## src/rtl/tqvp_cordic_host.sv

```systemverilog
// tqvp_cordic_host: bus-initiator sequencer for the TinyQV CORDIC peripheral.
// It accepts one job from a streaming client and writes A, B, shift and ctrl
// to the peripheral. It then waits for the done interrupt, with a timeout,
// reads both results back and presents them on a valid/ready result port.
//
// Ports:
//   clk, rst                   clock, asynchronous active-high reset
//   job_*                      job request (valid/ready), operands and control
//   res_*                      result response (valid/ready), results, timeout flag
//   address, data_out          peripheral register address and write data
//   data_write_n, data_read_n  access strobes (11 idle, 00 8-bit, 01 16-bit)
//   data_in, data_ready        peripheral read data and its valid strobe
//   user_interrupt             peripheral done pulse
//   busy                       high whenever not idle
module tqvp_cordic_host #(
  parameter int unsigned FIXED_WIDTH    = 16,
  parameter int unsigned TIMEOUT_CYCLES = 1023
) (
  input  logic                   clk,
  input  logic                   rst,
  input  logic                   job_valid,
  output logic                   job_ready,
  input  logic [1:0]             job_mode,
  input  logic                   job_rotating,
  input  logic [FIXED_WIDTH-1:0] job_a,
  input  logic [FIXED_WIDTH-1:0] job_b,
  input  logic [4:0]             job_shift,
  output logic                   res_valid,
  input  logic                   res_ready,
  output logic [FIXED_WIDTH-1:0] res_out1,
  output logic [FIXED_WIDTH-1:0] res_out2,
  output logic                   res_timeout,
  output logic [5:0]             address,
  output logic [31:0]            data_out,
  output logic [1:0]             data_write_n,
  output logic [1:0]             data_read_n,
  input  logic [31:0]            data_in,
  input  logic                   data_ready,
  input  logic                   user_interrupt,
  output logic                   busy
);

  localparam int unsigned CNT_W = $clog2(TIMEOUT_CYCLES + 1);

  localparam logic [5:0] ADDR_CTRL = 6'd0;
  localparam logic [5:0] ADDR_A    = 6'd1;
  localparam logic [5:0] ADDR_B    = 6'd2;
  localparam logic [5:0] ADDR_SH   = 6'd3;
  localparam logic [5:0] ADDR_OUT1 = 6'd4;
  localparam logic [5:0] ADDR_OUT2 = 6'd5;

  localparam logic [1:0] ACC_NONE = 2'b11;
  localparam logic [1:0] ACC_8    = 2'b00;
  localparam logic [1:0] ACC_16   = 2'b01;

  typedef enum logic [3:0] {
    IDLE,
    WR_A,
    WR_B,
    WR_SHIFT,
    WR_CTRL,
    WAIT_DONE,
    RD_OUT1,
    RD_OUT2,
    RESP
  } state_t;

  state_t state, nxt;

  // Captured job fields
  logic [1:0]             mode_q;
  logic                   rot_q;
  logic [FIXED_WIDTH-1:0] a_q;
  logic [FIXED_WIDTH-1:0] b_q;
  logic [4:0]             shift_q;

  // Interrupt wait bookkeeping
  logic [CNT_W-1:0] cnt;
  logic             wait_entry;

  // Next-cycle bus values and datapath controls
  logic [5:0]  addr_d;
  logic [31:0] dout_d;
  logic [1:0]  wn_d;
  logic [1:0]  rn_d;
  logic        cap1;
  logic        cap2;
  logic        tmo;
  logic        accept;

  // Read data above the result width carries nothing for this host
  logic unused_data_hi;
  assign unused_data_hi = ^data_in[31:FIXED_WIDTH];

  // State register
  always_ff @(posedge clk or posedge rst) begin
    if (rst) state <= IDLE;
    else     state <= nxt;
  end

  // Next state, plus bus values for the state being entered so that the
  // registered bus lines up with the state itself
  always_comb begin
    nxt    = state;
    addr_d = 6'd0;
    dout_d = 32'd0;
    wn_d   = ACC_NONE;
    rn_d   = ACC_NONE;
    cap1   = 1'b0;
    cap2   = 1'b0;
    tmo    = 1'b0;
    accept = 1'b0;

    case (state)
      IDLE: begin
        if (job_valid) begin
          accept = 1'b1;
          nxt    = WR_A;
        end
      end
      WR_A:     nxt = WR_B;
      WR_B:     nxt = WR_SHIFT;
      WR_SHIFT: nxt = WR_CTRL;
      WR_CTRL:  nxt = WAIT_DONE;
      WAIT_DONE: begin
        // Interrupt has priority over a coincident timeout
        if (user_interrupt) begin
          nxt = RD_OUT1;
        end else if (!wait_entry && (cnt == CNT_W'(TIMEOUT_CYCLES))) begin
          tmo = 1'b1;
          nxt = RESP;
        end
      end
      RD_OUT1: begin
        if (data_ready) begin
          cap1 = 1'b1;
          nxt  = RD_OUT2;
        end
      end
      RD_OUT2: begin
        if (data_ready) begin
          cap2 = 1'b1;
          nxt  = RESP;
        end
      end
      RESP: begin
        if (res_ready) nxt = IDLE;
      end
      default: nxt = IDLE;
    endcase

    case (nxt)
      WR_A: begin
        // Only reachable from IDLE, where the job is still on the input port
        addr_d = ADDR_A;
        wn_d   = ACC_16;
        dout_d = 32'(job_a);
      end
      WR_B: begin
        addr_d = ADDR_B;
        wn_d   = ACC_16;
        dout_d = 32'(b_q);
      end
      WR_SHIFT: begin
        addr_d = ADDR_SH;
        wn_d   = ACC_8;
        dout_d = 32'(shift_q);
      end
      WR_CTRL: begin
        addr_d = ADDR_CTRL;
        wn_d   = ACC_8;
        dout_d = {28'd0, rot_q, mode_q, 1'b1};
      end
      RD_OUT1: begin
        addr_d = ADDR_OUT1;
        rn_d   = ACC_16;
      end
      RD_OUT2: begin
        addr_d = ADDR_OUT2;
        rn_d   = ACC_16;
      end
      default: ;
    endcase
  end

  // Job capture
  always_ff @(posedge clk or posedge rst) begin
    if (rst) begin
      mode_q  <= 2'd0;
      rot_q   <= 1'b0;
      a_q     <= '0;
      b_q     <= '0;
      shift_q <= 5'd0;
    end else if (accept) begin
      mode_q  <= job_mode;
      rot_q   <= job_rotating;
      a_q     <= job_a;
      b_q     <= job_b;
      shift_q <= job_shift;
    end
  end

  // Timeout counter: cleared outside WAIT_DONE and in its entry cycle, then
  // counts cycles without an interrupt, saturating at the limit
  always_ff @(posedge clk or posedge rst) begin
    if (rst) begin
      cnt        <= '0;
      wait_entry <= 1'b0;
    end else begin
      wait_entry <= (nxt == WAIT_DONE) && (state != WAIT_DONE);
      if ((state != WAIT_DONE) || wait_entry) begin
        cnt <= '0;
      end else if (!user_interrupt && (cnt != CNT_W'(TIMEOUT_CYCLES))) begin
        cnt <= cnt + CNT_W'(1);
      end
    end
  end

  // Registered bus, handshake and status outputs
  always_ff @(posedge clk or posedge rst) begin
    if (rst) begin
      address      <= 6'd0;
      data_out     <= 32'd0;
      data_write_n <= ACC_NONE;
      data_read_n  <= ACC_NONE;
      job_ready    <= 1'b1;
      busy         <= 1'b0;
      res_valid    <= 1'b0;
    end else begin
      address      <= addr_d;
      data_out     <= dout_d;
      data_write_n <= wn_d;
      data_read_n  <= rn_d;
      job_ready    <= (nxt == IDLE);
      busy         <= (nxt != IDLE);
      res_valid    <= (nxt == RESP);
    end
  end

  // Result registers
  always_ff @(posedge clk or posedge rst) begin
    if (rst) begin
      res_out1    <= '0;
      res_out2    <= '0;
      res_timeout <= 1'b0;
    end else if (tmo) begin
      res_out1    <= '0;
      res_out2    <= '0;
      res_timeout <= 1'b1;
    end else begin
      if (accept) res_timeout <= 1'b0;
      if (cap1)   res_out1    <= data_in[FIXED_WIDTH-1:0];
      if (cap2)   res_out2    <= data_in[FIXED_WIDTH-1:0];
    end
  end

endmodule

```

## config.mk

```make
export PLATFORM = sky130hd
export DESIGN_NAME = tqvp_cordic_host
export DESIGN_NICKNAME = d
export VERILOG_FILES = /design/src/rtl/tqvp_cordic_host.sv
export SDC_FILE = /design/constraint.sdc
export NUM_CORES = 1
export LEC_CHECK = 0
export CORE_MARGIN = 5
export CORE_UTILIZATION = 57
export DETAILED_ROUTE_END_ITERATION = 7
export DONT_BUFFER_PORTS = 1
export PLACE_DENSITY = 0.79
export SLEW_MARGIN = 30
export SYNTH_ARGS = -nofsm -noshare
export SYNTH_HDL_FRONTEND = slang
export SYNTH_SLANG_ARGS = --single-unit
```

## constraint.sdc

```tcl
create_clock -name clk -period 2.7 [get_ports clk]
set_input_delay 0.27 -clock clk [delete_from_list [all_inputs] [get_ports clk]]
set_output_delay 0.27 -clock clk [all_outputs]
set_load 0.005 [all_outputs]
```

; Word-level counts from Yosys, hierarchy flattened
; Cells that the tools add are included.
[word_totals]
in_bits = 78
reg_bits = 117
[op_classes]
n_addsub = 1
eq_ne = 19
n_reduce_logical = 16
muxes = 27
[op_table]
columns = cell, n
row1 = 16-bit two-way mux, 4
row2 = 16-bit one-hot mux with 4 select lines, 1
row3 = 4-bit one-hot mux with 9 select lines, 1
row4 = 4-bit by 3-bit == test with 1-bit output (second input constant), 8
row5 = 4-bit two-way mux, 6
row6 = 10-bit two-way mux, 2
row7 = 4-bit by 2-bit == test with 1-bit output (second input constant), 4
row8 = 3-bit one-hot mux with 5 select lines, 1
row9 = 10-bit by 1-bit adder with 10-bit output (second input constant), 1
row10 = 10-bit == test (second input constant), 1
row11 = 1-bit two-way mux, 10
row12 = 10-bit inequality test (second input constant), 1
row13 = 4-bit by 1-bit == test with 1-bit output (second input constant), 2
row14 = 4-bit == test (second input constant), 2
row15 = 4-bit logical NOT, 2
row16 = 2-bit nonzero test, 4
row17 = 2-bit OR reduction, 3
row18 = 4-bit by 3-bit inequality test with 1-bit output (second input constant), 1
row19 = 2-bit one-hot mux with 2 select lines, 1
row20 = 4-bit nonzero test, 1
row21 = 1-bit logical AND, 3
row22 = 1-bit logical NOT, 2
row23 = 2-bit two-way mux, 1
row24 = 1-bit logical OR, 1

; Depth between registers and ports, before layout
[depth]
depth_word = 8
ltp_mapped = 7

; Least setup slack after synthesis
; Ideal clock, no wire load.
[synth_path]
path_type = reg-to-reg
start = register state[3]
end = register res_out1[0]
path_stages_with_launch = 6
setup_slack_ns = 1.001
arrival_ns = 1.577
synth_period_minus_slack_ns = 1.699
path_buffers = 2
required_time_ns = 2.579
path_cell_list = dfrtp_1 -> buf_1 -> nor3_2 -> buf_6 -> mux2i_1 -> nor2_1
[synth_between]
elab_chain_cells = 3
word_cells_on_any_way = 6
cone_classes = 2 x eq/ne / 3 x mux / 1 x reduce/logical
[synth_lines]
columns = element, line_no
row1 = from (decl), 68  ; state_t state, nxt;
row2 = from (signal assigned), 98  ; else state <= nxt;
row3 = 4-bit by 3-bit == test with 1-bit output, 114  ; case (state)
row4 = 1-bit two-way mux, 114
row5 = 16-bit two-way mux or 2-bit nonzero test (tied branches), --
row6 = to (signal assigned), 252  ; if (cap1) res_out1 <= data_in[FIXED_WIDTH-1:0];
row7 = to (decl), 30  ; output logic [FIXED_WIDTH-1:0] res_out1,
; Several ways; a longest one is shown, not always the timed one.
; A chain may end at the register's enable or synchronous reset.

; Final worst setup path
[layout_path]
start = register state[2]
end = register res_out2[12]
[layout_between]
elab_chain_cells = 3
word_cells_on_any_way = 6
cone_classes = 2 x eq/ne / 3 x mux / 1 x reduce/logical
[layout_lines]
columns = element, line_no
row1 = 4-bit by 3-bit == test with 1-bit output, 114
row2 = 1-bit two-way mux, 114
row3 = 16-bit two-way mux or 2-bit nonzero test (tied branches), --
row4 = to (signal assigned), 253  ; if (cap2) res_out2 <= data_in[FIXED_WIDTH-1:0];
row5 = to (decl), 31  ; output logic [FIXED_WIDTH-1:0] res_out2,
; Several ways; a longest one is shown, not always the timed one.

==> impl_metrics.yaml <==
floorplanning:
  ios: 156
  core-area_um2: 7210
  start_util_pct: 58.1
  die_h_um: 95.7
  dieWidth_um: 95.7
  floorplan.rows: 31
  die-area_um2: 9170
grt:
  antenna_found_initial: 0
  grt_pass1_wl_mm: 13.3
  grt_max_degree: 41
  grt.total_usage_pct: 18.7
  first_global_vias: 2672
  grt_overflow_total: 0
detailed_routing:
  drtIter0Drc: 147
  routedWlPerCell_um: 16.9
  final_antenna_net_count: 0
  via_per_inst: 5.44
  drc_errors: 0
  drt-total-wl_mm: 8.57
  vias: 2752
  drtPass1Iterations: 5
clock_tree:
  tritoncts: "yes"
  post_cts_buffers: 0
  clkLatencyLatePin_ps: 360
  htree_levels: 3
  numCtsBuffers: 9
  clk_path_buf_depth: 2
  cts_root_buf: "clkbuf_8"
  path_clk_slew_ps: 100
  clock_sinks: 97
logic_synthesis:
  yosysWarnings: 0
  synth_edf_count: 0
  synth-async-reset-ratio_pct: 100
  yosys.area_share.adder_pct: 0.299
  ys_dominant_reg_cell: "dfrtp_1"
  synthMuxAreaShare_pct: 8.69
  syn_area_um2: 4190
  synth-xor-area-share_pct: 1.25
  synth_compound_gate_area_share_pct: 8.60
  synth_top_family_by_area: "simple AND/OR/NAND/NOR gates"
  syn_avg_cell_area_um2: 10.6
  ys_seq_area_share_pct: 58.0
  ys_types: 46
  yosys_register_bits: 97
  yosys.area_share.simple_pct: 16.4
  synthCells: 397
layout:
  fill_cells: 601
  n_antenna_cell: 0
  layout_commonest_cell: "dfrtp_1"
  final_cells: 506
  num-nets-final: 481
  area_delta_synth_final_pct: 7.05
  drive_gt1_share_pct: 10.8
  layout_common_cells: "93 x dfrtp_1, 85 x nand2_1, 48 x nor2_1, 33 x mux2i_1, 20 x conb_1"
timing:
  slew_headroom_pct: 47.3
  period_needed_ps: 2070
  finalHoldViolCount: 0
  final.period_utilization_pct: 76.7
  clock.fmax_mhz: 483
  finalSetupTns_ps: 0
  fin_skew_ps: 14.8
  slew_viol_final: 0
  tightest_slew_ps: 789
  rsz0062_at_grt: "no"
  setup_viol: 0
place:
  portBuffers: 0
  dp_hpwl_mm: 6.03
  gp_congestion: 0.829
  dp.cells: 483
setup_path:
  endpoint_kind: "register"
  critPathKind: "register to register"
  start_kind: "register"
  slowest_delay_ps: 580
  critPathBufInv: 1
  crit_fanout: 32
  crit_path_cell_trace: "nand2_1 > or4_1 > nor3_4 > buf_4 > nor2_1"
  crit_arrival_ps: 2290
  cp_top_family: "simple AND/OR/NAND/NOR gates"
  slowest_stage: "dfrtp_1"
  worstPathRequired_ps: 2920
min_path:
  hp-class: "primary input to register"
pwr:
  p_leak_nw: 2.12
  power.total_w: 0.00458
  power.density_nw_per_um2: 1020
  peakVddDrop_mv: 0.535
outcome:
  status: "complete, no violations"
job:
  cap_viol_max_count: 0
==> layout make-up <==
| class | instances | area [um^2] | area share [%] |
|---|---|---|---|
| clock buffer | 9 | 124 | 2.76 |
| multi-input combinational | 270 | 1570 | 35.0 |
| inverter | 6 | 26.3 | 0.586 |
| tap | 99 | 124 | 2.76 |
| sequential | 97 | 2430 | 54.2 |
| timing repair buffer | 18 | 153 | 3.40 |
| clock inverter | 7 | 58.8 | 1.31 |
==> cells by family after synthesis <==
group                    count (synthesis)
AO/OA/AOI/OAI                           48
XOR/XNOR                                 6
adder cells (fa/ha/maj)                  1
buffers and inverters                   48
flip-flops                              97
multiplexers                            36
other                                    2
AND/OR/NAND/NOR                        159
==> path summary, 6_finish.rpt <==
kind | startpoint | endpoint | slack, ps | cells past startpoint
min in group asynchronous | rst | data_out[0] | 520 | 2
max in group asynchronous | rst | res_out2[4] | 1310 | 3
worst min register to register | mode_q[0] | mode_q[0] | 480 | 2
worst max register to register | state[2] | res_out2[12] | 630 | 5
worst max-delay path | state[2] | res_out2[12] | 630 | 5
worst min-delay path | job_shift[0] | shift_q[0] | 10 | 2
==> sequential cells by signal, indices dropped and copies added, names as in the netlist, 2 cells and up <==
signal / flops
res_out1: 16
res_out2: 16
data_write_n: 2
shift_q: 5
address: 3
mode_q: 2
data_out: 16
cnt: 10
b_q: 16
state: 4
==> through the flow <==
step	area [um^2]	hold slack (ps)	setup WS (ps)	utilization (%)
finish	4490	12.5	630	62.2
global route	4490	3.03	549	62.2
CTS	4460	0.278	630	61.8
detailed placement	4230	318	653	58.7
global placement	4230	311	714	58.7
floorplan	4260	322	1000	-
==> cells in the mapped netlist, drive strengths merged (5+ instances only) <==
master,number,area share [%]
nor2,48,4.3
clkbuf,9,0.81
inv,6,0.54
dfrtp,93,56
nor3,5,0.84
mux2i,33,7.9
a22o,12,2.5
o21ai,11,1.4
buf,33,5.2
nand2,85,7.6
==> worst reg2reg max path: stages, from the launching register on <==
cell	delay [ps]
dfrtp_1	580
nand2_1	160
or4_1	490
nor3_4	230
buf_4	370
nor2_1	110
==> layer usage <==
layer  GRT usage [%]  routed length, um
met5               0                  0
met3            6.72                833
met4            5.09                 52
met2            29.5               4270
met1            24.5               3420
==> report_power, final <==
part	total (W)	internal [W]	switching, W
clock network	0.000874	0.000351	0.000522
logic	0.00128	0.000525	0.000753
registers	0.00243	0.00203	0.000395
==> what timing repair did <==
item                                   in CTS  in global routing
resized for setup                           0                  0
hold buffers                                4                  3
endpoints found under the hold margin      36                  3
Power figures use the tool's default switching activity.
